[config.mk]
export PLATFORM = sky130hd
export DESIGN_NAME = seq_divider16_flat
export DESIGN_NICKNAME = d
export VERILOG_FILES = /design/src/rtl/seq_divider16_if.sv /design/src/rtl/seq_divider16.sv /design/src/flat_wrapper.sv
export SDC_FILE = /design/constraint.sdc
export NUM_CORES = 1
export LEC_CHECK = 0
export CORE_UTILIZATION = 54
export DETAILED_ROUTE_END_ITERATION = 10
export HOLD_SLACK_MARGIN = 0.12
export PLACE_DENSITY = 0.92
export SLEW_MARGIN = 20
export SYNTH_ARGS = -nofsm -noshare
export SYNTH_HDL_FRONTEND = slang
export SYNTH_SLANG_ARGS = --single-unit
[constraint.sdc]
create_clock -name clk -period 4.1 [get_ports clk]
set_clock_uncertainty 0.15 [all_clocks]
set_input_delay 1.23 -clock clk [delete_from_list [all_inputs] [get_ports clk]]
set_output_delay 1.23 -clock clk [all_outputs]
set_load 0.005 [all_outputs]
[src/rtl/seq_divider16_if.sv]
// seq_divider16_if
//   Groups the start/done handshake, operands and results of the sequential
//   divider into one bundle.
//   master : drives start, a, b; observes q, r, busy, done, divzero
//   slave  : the divider itself
//   Signals:
//     start   request to start a division
//     a, b    dividend / divisor
//     q, r    quotient / remainder registers
//     busy    division in progress
//     done    one-cycle result-valid pulse
//     divzero last accepted divisor was zero
interface seq_divider16_if #(
  parameter int WIDTH = 16
);
  logic             start;
  logic [WIDTH-1:0] a;
  logic [WIDTH-1:0] b;
  logic [WIDTH-1:0] q;
  logic [WIDTH-1:0] r;
  logic             busy;
  logic             done;
  logic             divzero;

  modport master (
    output start, a, b,
    input  q, r, busy, done, divzero
  );

  modport slave (
    input  start, a, b,
    output q, r, busy, done, divzero
  );
endinterface

[src/rtl/seq_divider16.sv]
// seq_divider16
//   Sequential 16-bit unsigned restoring divider, one quotient bit per clock.
//   Each iteration performs a 17-bit trial subtraction R + ~{0,b} + 1 using
//   the carry-lookahead structure of the datapath adder (four 4-bit groups
//   plus one extra bit).
//   Ports:
//     clk   single clock, rising edge
//     nrst  synchronous reset, active-low
//     bus   seq_divider16_if slave modport (start, a, b, q, r, busy, done,
//           divzero)
module seq_divider16 #(
  parameter int WIDTH = 16
) (
  input  logic             clk,
  input  logic             nrst,
  seq_divider16_if.slave   bus
);

  typedef enum logic [1:0] {
    S_IDLE = 2'd0,
    S_RUN  = 2'd1,
    S_DONE = 2'd2
  } state_t;

  // 17-bit subtract x - y as x + ~y + 1, carries generated by 4-bit
  // lookahead groups with a group-level lookahead across them. Returns
  // {carry_out, diff[15:0]}; bit 16 of the difference is never kept because
  // an accepted difference is always below the divisor.
  function automatic logic [16:0] cla_sub17(input logic [16:0] x,
                                            input logic [16:0] y);
    logic [16:0] g;
    logic [16:0] p;
    logic [17:0] c;
    logic [3:0]  gg;
    logic [3:0]  gp;
    g = x & ~y;
    p = x ^ ~y;
    for (int k = 0; k < 4; k++) begin
      gg[k] = g[4*k+3]
            | (p[4*k+3] & g[4*k+2])
            | (p[4*k+3] & p[4*k+2] & g[4*k+1])
            | (p[4*k+3] & p[4*k+2] & p[4*k+1] & g[4*k]);
      gp[k] = &p[4*k +: 4];
    end
    c[0]  = 1'b1;
    c[4]  = gg[0] | (gp[0] & c[0]);
    c[8]  = gg[1] | (gp[1] & gg[0]) | (gp[1] & gp[0] & c[0]);
    c[12] = gg[2] | (gp[2] & gg[1]) | (gp[2] & gp[1] & gg[0])
          | (gp[2] & gp[1] & gp[0] & c[0]);
    c[16] = gg[3] | (gp[3] & gg[2]) | (gp[3] & gp[2] & gg[1])
          | (gp[3] & gp[2] & gp[1] & gg[0]) | (&gp & c[0]);
    for (int k = 0; k < 4; k++) begin
      for (int j = 0; j < 3; j++) begin
        c[4*k+j+1] = g[4*k+j] | (p[4*k+j] & c[4*k+j]);
      end
    end
    c[17] = g[16] | (p[16] & c[16]);
    return {c[17], p[15:0] ^ c[15:0]};
  endfunction

  state_t           state_q, state_d;
  logic [WIDTH-1:0] dvd_q, dvd_d;   // dividend shifting out, quotient in
  logic [WIDTH-1:0] dvs_q, dvs_d;
  logic [WIDTH-1:0] rem_q, rem_d;   // R < b between iterations, so 16 bits hold it
  logic [3:0]       cnt_q, cnt_d;
  logic [WIDTH-1:0] q_q, q_d;
  logic [WIDTH-1:0] r_q, r_d;
  logic             dz_q, dz_d;

  logic [WIDTH:0]   rem_sh;         // shifted partial remainder, 17 bits
  logic [WIDTH:0]   sub_res;
  logic             no_borrow;
  logic [WIDTH-1:0] rem_next;
  logic [WIDTH-1:0] quo_next;

  assign rem_sh    = {rem_q, dvd_q[WIDTH-1]};
  assign sub_res   = cla_sub17(rem_sh, {1'b0, dvs_q});
  assign no_borrow = sub_res[WIDTH];
  assign rem_next  = no_borrow ? sub_res[WIDTH-1:0] : rem_sh[WIDTH-1:0];
  assign quo_next  = {dvd_q[WIDTH-2:0], no_borrow};

  always_comb begin
    state_d = state_q;
    dvd_d   = dvd_q;
    dvs_d   = dvs_q;
    rem_d   = rem_q;
    cnt_d   = cnt_q;
    q_d     = q_q;
    r_d     = r_q;
    dz_d    = dz_q;
    case (state_q)
      S_IDLE, S_DONE: begin
        // The done cycle doubles as an idle slot so a held start yields one
        // result every 17 cycles. A zero divisor is only taken from true
        // IDLE, which keeps done from pulsing on consecutive cycles.
        if (state_q == S_DONE) state_d = S_IDLE;
        if (bus.start) begin
          if (bus.b != '0) begin
            dvd_d   = bus.a;
            dvs_d   = bus.b;
            rem_d   = '0;
            cnt_d   = 4'd15;
            dz_d    = 1'b0;
            state_d = S_RUN;
          end else if (state_q == S_IDLE) begin
            q_d     = '1;
            r_d     = bus.a;
            dz_d    = 1'b1;
            state_d = S_DONE;
          end
        end
      end
      S_RUN: begin
        rem_d = rem_next;
        dvd_d = quo_next;
        cnt_d = cnt_q - 4'd1;
        if (cnt_q == 4'd0) begin
          q_d     = quo_next;
          r_d     = rem_next;
          state_d = S_DONE;
        end
      end
      default: state_d = S_IDLE;
    endcase
  end

  always_ff @(posedge clk) begin
    if (!nrst) begin
      state_q <= S_IDLE;
      dvd_q   <= '0;
      dvs_q   <= '0;
      rem_q   <= '0;
      cnt_q   <= '0;
      q_q     <= '0;
      r_q     <= '0;
      dz_q    <= 1'b0;
    end else begin
      state_q <= state_d;
      dvd_q   <= dvd_d;
      dvs_q   <= dvs_d;
      rem_q   <= rem_d;
      cnt_q   <= cnt_d;
      q_q     <= q_d;
      r_q     <= r_d;
      dz_q    <= dz_d;
    end
  end

  assign bus.q       = q_q;
  assign bus.r       = r_q;
  assign bus.divzero = dz_q;
  assign bus.busy    = (state_q == S_RUN);
  assign bus.done    = (state_q == S_DONE);

endmodule
[src/flat_wrapper.sv]
// flat-port wrapper written by rule: the top's interface ports become plain ports
module seq_divider16_flat 
#(
  parameter int WIDTH = 16
)
  (clk, nrst, bus_start, bus_a, bus_b, bus_q, bus_r, bus_busy, bus_done, bus_divzero);
  seq_divider16_if #(.WIDTH(WIDTH)) bus_i ();
  input  logic clk;
  input  logic nrst;
  input wire logic [$bits(bus_i.start)-1:0] bus_start;
  input wire logic [$bits(bus_i.a)-1:0] bus_a;
  input wire logic [$bits(bus_i.b)-1:0] bus_b;
  output wire logic [$bits(bus_i.q)-1:0] bus_q;
  output wire logic [$bits(bus_i.r)-1:0] bus_r;
  output wire logic [$bits(bus_i.busy)-1:0] bus_busy;
  output wire logic [$bits(bus_i.done)-1:0] bus_done;
  output wire logic [$bits(bus_i.divzero)-1:0] bus_divzero;
  assign bus_i.start = bus_start;
  assign bus_i.a = bus_a;
  assign bus_i.b = bus_b;
  assign bus_q = bus_i.q;
  assign bus_r = bus_i.r;
  assign bus_busy = bus_i.busy;
  assign bus_done = bus_i.done;
  assign bus_divzero = bus_i.divzero;
  seq_divider16 #(.WIDTH(WIDTH)) u_core (.clk(clk), .nrst(nrst), .bus(bus_i));
endmodule
==> results of run 1 <==
-- worst min-delay path by stage --
stage,endpoint,cells after the start
3_3_place_gp,u_core.bus.q[15]$_SDFFE_PN0P_,2
6_report,u_core.bus.q[13]$_SDFFE_PN0P_,2
5_1_grt,u_core.bus.q[4]$_SDFFE_PN0P_,2
4_1_cts,u_core.bus.q[8]$_SDFFE_PN0P_,2
3_5_place_dp,u_core.bus.q[5]$_SDFFE_PN0P_,2
2_1_floorplan,u_core.bus.q[1]$_SDFFE_PN0P_,2
-- placed cells by master, fill, tap and decap left out, drive strengths merged, types with 7 or more instances in the layout --
cell type / n
a211oi: 17
a21oi: 25
a22o: 7
a2bb2oi: 11
a311oi: 17
a32o: 18
buf: 11
clkbuf: 10
clkdlybuf4s50: 69
dfxtp: 87
fa: 11
ha: 23
inv: 54
mux2: 9
mux2i: 24
nand2: 23
nor2: 56
nor2b: 15
o21ai: 7
-- metal layers --
metal	vias up	wire length (um)	global-route usage, %	share of wire, %
li1	1953	-	-	-
met1	1915	4740	33.7	42
met2	162	5510	45.1	49
met3	27	714	6.20	6.3
met4	0	369	11.2	3.3
met5	-	0	0	0
-- per-stage QoR --
step | instance area, sq um | TNS [ns] | instances
finish | 5620 | 0 | 675
detailed placement | 5430 | 0 | 659
CTS | 5620 | 0 | 675
floorplan | 4660 | 0 | 506
global route | 5620 | -0.000643 | 675
global placement | 5430 | 0 | 659
-- cell families (layout without fill, tap and decap cells) --
logic type,after synthesis,after routing,share of synthesized area [%]
compound gates,144,144,24.5
simple gates,119,119,11.7
flops,87,87,37.4
buf+inv,85,149,7.38
fa+ha+maj,34,34,10.9
mux,33,33,7.33
xor+xnor,4,4,0.752
-- flip-flops by register name, summed over array words and instances, names as in the netlist --
name,cells
u_core.bus.q,16
u_core.bus.r,16
u_core.dvd_q,16
u_core.dvs_q,16
u_core.rem_q,16
u_core.cnt_q,4
u_core.state_q,2
u_core.bus.divzero,1
-- timing repair --
item                       CTS  global route
setup endpoints to repair    0             1
gates resized for setup      0             2
setup buffers                0             0
-- worst register-to-register path, stage by stage (launching register included) --
cell	delay, ns
dfxtp_1	0.39
inv_1	0.06
ha_1	0.29
and4_1	0.20
o221a_2	0.24
o21ai_4	0.08
nand2_1	0.16
a221oi_1	0.15
fa_1	0.47
fa_1	0.47
fa_1	0.45
xor2_1	0.20
a2bb2oi_1	0.17
o211ai_1	0.17
a22o_1	0.21
-- power by group through the flow --
stage | clock network (W) | registers, W | logic [W]
after floorplan | 0 | 0.00104 | 0.000622
after global placement | 0 | 0.00105 | 0.000880
after detailed placement | 0 | 0.00106 | 0.000921
after CTS | 0.000581 | 0.00104 | 0.000929
after global routing | 0.000626 | 0.00105 | 0.00103
final | 0.000571 | 0.00104 | 0.000936
-- cell type report --
class,instances,area [sq um]
fillers,620,2680
multi-input cells,334,2590
flip-flops and latches,87,1740
repair buffers,80,773
inverters,53,199
clock buffers,10,138
well taps,105,131
clock inverters,6,53.8
-- cells in the mapped netlist (8+ instances only) --
| cell | instances | area (sq um) |
|---|---|---|
| inv_1 | 52 | 195 |
| a2bb2oi_1 | 11 | 96.3 |
| mux2i_1 | 24 | 240 |
| ha_1 | 23 | 288 |
| a211oi_1 | 17 | 128 |
| a21oi_1 | 25 | 125 |
| nor2_1 | 56 | 210 |
| mux2_2 | 9 | 101 |
| a311oi_1 | 17 | 149 |
| fa_1 | 11 | 220 |
| dfxtp_1 | 87 | 1740 |
| nor2b_1 | 15 | 93.8 |
| nand2_1 | 23 | 86.3 |
| a32o_1 | 18 | 180 |
| buf_2 | 8 | 40.0 |
| clkbuf_1 | 22 | 82.6 |
==> flow_summary.toml, run 1 <==
[route]
ant_nets = 0
detailedRoute.firstPassIterationCount = 4
totalWireLength_um = 11300
vias_per_cell = 6.01
drc = 0
num_vias = 4057
wl_per_cell_um = 16.8
drt_iter0_drc = 268

[worst_setup_path]
critPathKind = "reg2reg"
crit_cells = 14
rrSetupSlack_ns = 0.14
path_max_fanout = 5
critPathLaunch = "u_core.dvs_q[5]$_SDFFE_PN0P_"
crit_chain = "inv_1, ha_1, and4_1, o221a_2, o21ai_4, nand2_1, a221oi_1, fa_1, fa_1, fa_1, xor2_1, a2bb2oi_1, o211ai_1, a22o_1"
critPathBufInv = 1
crit_path_end_kind = "register"
timing.rr.start = "u_core.dvs_q[5]$_SDFFE_PN0P_"
path_common_cell = "fa_1"
required_ns = 4.21
crit_family = "adder cells"
cp.arrival_ns = 4.07
slowest_delay_ns = 0.47
cp-endpoint = "u_core.rem_q[15]$_SDFFE_PN0P_"
cp-start-kind = "register"
slowest_stage = "fa_1"
r2r_cells = 14
r2r-end = "u_core.rem_q[15]$_SDFFE_PN0P_"

[clocking]
cts_max_level = 3
ctsHoldBuffers = 0
numCtsBuffers = 9
cts_tree = "done"
clk_latency_ns = 0.36
cts-root-buf = "clkbuf_8"
clk_pin_slew_worst_paths_ns = 0.09
clockBufferDepth = 2
cts_sinks = 87

[final_layout]
diodes = 0
layout.nets = 634
drive_gt1_share_pct = 8.25
area_growth_pct = 20.7
post-route-util_pct = 67.8

[synth]
synth_cells = 506
synth_edf_count = 0
ys_seq_area_share_pct = 37.4
synth.avg_cell_area_sq_um = 9.21
async_flop_share_pct = 0
synth_nets = 575
synth-seq-cells = 87
ys_types = 52
synth_area_sq_um = 4660
yosys_warnings = 0
synth_top_flop_cell = "dfxtp_1"

[sta]
slew_headroom_pct = 33.7
tightest_slew_ns = 0.995
post-route-min-period_ns = 3.96
final_max_slew_viol_count = 0
fin_crit_sh_pct = 96.5
finalHoldViolCount = 0
whs_ns = 0.337
setup_slack_ns = 0.142
max_freq_ghz = 0.253
setup_violations = 0

[placement]
place_ws_ns = 0.147
portBuffers = 69
hpwl_um = 8590
globalplace.congestion = 0.953

[global_route]
grt_pass1_wl_um = 18700
grt.overflow.total = 0
antenna_found_initial = 0
grt_max_degree = 59
grt_pass1_vias = 3921
grtUsageTotal_pct = 27.1

[power]
power.density_nw_per_um2 = 452
p_leak_nw = 2.16
p_seq_share_pct = 40.8
comb_power_share_pct = 36.8
p_int_w = 0.00164
vdd_drop_max_uv = 329
power.switching_w = 0.000906
power.total_w = 0.00254
sw_frac_of_total_pct = 35.6
power.share.clock_pct = 22.4

[min_path]
hp-start = "u_core.dvd_q[12]$_SDFFE_PN0P_"
hp-class = "reg2reg"

[run_status]
status = "finished, final reports clean"

[floorplanning]
num_io_pins = 70
die_area_sq_um = 9000
start_util_pct = 56.1
chipHeight_um = 94.9
dieWidth_um = 94.9
core_area_sq_um = 8300
row_count = 33

[job]
maxCapViolCount = 0
(Power assumes the default switching activity.)
==> run 2, diff against run 1 <==
--- a/config.mk
+++ b/config.mk
@@ -5,10 +5,10 @@
 export SDC_FILE = /design/constraint.sdc
 export NUM_CORES = 1
 export LEC_CHECK = 0
-export CORE_UTILIZATION = 54
+export CORE_UTILIZATION = 45
 export DETAILED_ROUTE_END_ITERATION = 10
 export HOLD_SLACK_MARGIN = 0.12
-export PLACE_DENSITY = 0.92
+export PLACE_DENSITY = 0.8
 export SLEW_MARGIN = 20
 export SYNTH_ARGS = -nofsm -noshare
 export SYNTH_HDL_FRONTEND = slang
==> constraint.sdc (replaced) <==
create_clock -name clk -period 4.1 [get_ports clk]
set_clock_uncertainty 0.15 [all_clocks]
set_input_delay 0.615 -clock clk [delete_from_list [all_inputs] [get_ports clk]]
set_output_delay 0.615 -clock clk [all_outputs]
set_load 0.005 [all_outputs]
==> run 2 against run 1 <==
Net effect: combinational power grew 0.4%; largest power group unchanged; register-to-register slack improved by 0.096 ns; routed wire length up 3.4%; first-iteration DRC count up 2.2%.
==> flow_summary.toml, run 2 (synthesized netlist as in run 1, its figures left out) <==
[run_status]
status = "finished, final reports clean"

[power]
power.total_w = 0.00258
vdd_drop_max_uv = 194
p_leak_nw = 2.16
power.density_nw_per_um2 = 458

[final_layout]
final_common_cell = "dfxtp_1"
diodes = 0
mostFrequentLayoutCells = "87 x dfxtp_1, 69 x clkdlybuf4s50_1, 56 x nor2_1, 52 x inv_1, 25 x a21oi_1"
layout.nets = 631
area_growth_pct = 21.0
post-route-util_pct = 56.9
final_cells = 700
drive_gt1_share_pct = 7.41
fillers = 895

[placement]
portBuffers = 69
place_ws_ns = 0.210
globalplace.congestion = 0.879
hpwl_um = 8740
dp_cells = 684

[sta]
rsz0062_at_grt = "false"
fin_crit_sh_pct = 94.2
setup_tns_ns = 0
slew_headroom_pct = 24.3
final_max_slew_viol_count = 0
setup_slack_ns = 0.238
finalHoldViolCount = 0
max_freq_ghz = 0.259
tightest_slew_ns = 1.14
setup_violations = 0
post-route-min-period_ns = 3.86

[worst_setup_path]
required_ns = 4.22
slowest_delay_ns = 0.48
crit_chain = "inv_1, ha_1, and4_1, o221a_2, o21ai_4, nand2_1, a221oi_1, fa_1, fa_1, fa_1, xor2_1, a2bb2oi_1, o211ai_1, a22o_1"
critPathBufInv = 1
r2r_cells = 14
critPathLaunch = "u_core.dvs_q[5]$_SDFFE_PN0P_"
path_max_fanout = 5
path_common_cell = "fa_1"
slowest_stage = "fa_1"
critPathKind = "reg2reg"
timing.rr.start = "u_core.dvs_q[5]$_SDFFE_PN0P_"
crit_path_end_kind = "register"
r2r-end = "u_core.rem_q[15]$_SDFFE_PN0P_"
cp.arrival_ns = 3.98
rrSetupSlack_ns = 0.24
cp-start-kind = "register"
crit_family = "adder cells"

[floorplanning]
row_count = 36
num_io_pins = 70
chipHeight_um = 104
core_area_sq_um = 9910
die_area_sq_um = 10800
dieWidth_um = 104
start_util_pct = 47.0

[clocking]
ctsHoldBuffers = 0
clockBufferDepth = 2
cts_sinks = 87
clk_pin_slew_worst_paths_ns = 0.09
numCtsBuffers = 9
cts_max_level = 3
cts-root-buf = "clkbuf_8"
clk_latency_ns = 0.37
cts_tree = "done"

[global_route]
grt.overflow.total = 0
grt_pass1_wl_um = 19500
grt_max_degree = 61
antenna_found_initial = 0
grtUsageTotal_pct = 22.7
grt_pass1_vias = 3886

[min_path]
hp-class = "reg2reg"
hp-start = "u_core.dvd_q[0]$_SDFFE_PN0P_"
min_delay_path_depth = 2
hold_end = "u_core.bus.q[1]$_SDFFE_PN0P_"

[route]
num_vias = 4027
vias_per_cell = 5.75
totalWireLength_um = 11700
drc = 0
ant_nets = 0
wl_per_cell_um = 16.7
drt_iter0_drc = 274
detailedRoute.firstPassIterationCount = 4

[job]
maxCapViolCount = 0
==> run 2: routing by layer <==
| layer | track usage [%] | routed length [um] |
|---|---|---|
| met3 | 5.41 | 664 |
| met5 | 0 | 0 |
| met2 | 37.7 | 5540 |
| met4 | 6.22 | 146 |
| met1 | 29.4 | 5360 |
==> run 2: how the worst max path moves through the flow <==
stage | end | slack, ns | cells past startpoint
3_5_place_dp | u_core.rem_q[15]$_SDFFE_PN0P_ | 0.21 | 14
3_3_place_gp | u_core.rem_q[15]$_SDFFE_PN0P_ | 0.39 | 14
4_1_cts | u_core.rem_q[15]$_SDFFE_PN0P_ | 0.21 | 14
2_1_floorplan | u_core.rem_q[15]$_SDFFE_PN0P_ | 0.54 | 14
6_report | u_core.rem_q[15]$_SDFFE_PN0P_ | 0.24 | 14
5_1_grt | u_core.bus.r[15]$_SDFFE_PN0P_ | 0.03 | 14
==> run 2: stage by stage <==
step	cell area, sq um	hold WS (ns)
2_1_floorplan	4660	0.302
3_3_place_gp	5440	0.320
3_5_place_dp	5440	0.330
4_1_cts	5630	0.342
5_1_grt	5640	0.368
6_report	5640	0.338
==> run 2: power breakdown <==
part | switching [W] | internal, W | total [W]
clock | 0.000319 | 0.000286 | 0.000606
sequential | 0.0000837 | 0.000953 | 0.00104
combinational | 0.000501 | 0.000439 | 0.000940
==> run 2: area by class of cell <==
class	count	area, sq um	share of cell area [%]
sequential	87	1740	30.9
multi-input combinational	334	2590	45.9
inverter	53	199	3.53
timing repair buffer	77	751	13.3
tap	133	166	2.95
clock buffer	10	128	2.26
clock inverter	6	66.3	1.18
==> run 2: timing repair <==
item,in CTS,in global routing
endpoints found under the setup margin,0,1
setup buffers,0,0
gates resized for setup,0,1
==> run 2: tightest hold or removal path, stage by stage, from the launching register on <==
cell and delay, ns:
dfxtp_1 0.33, inv_1 0.05, a311oi_1 0.07
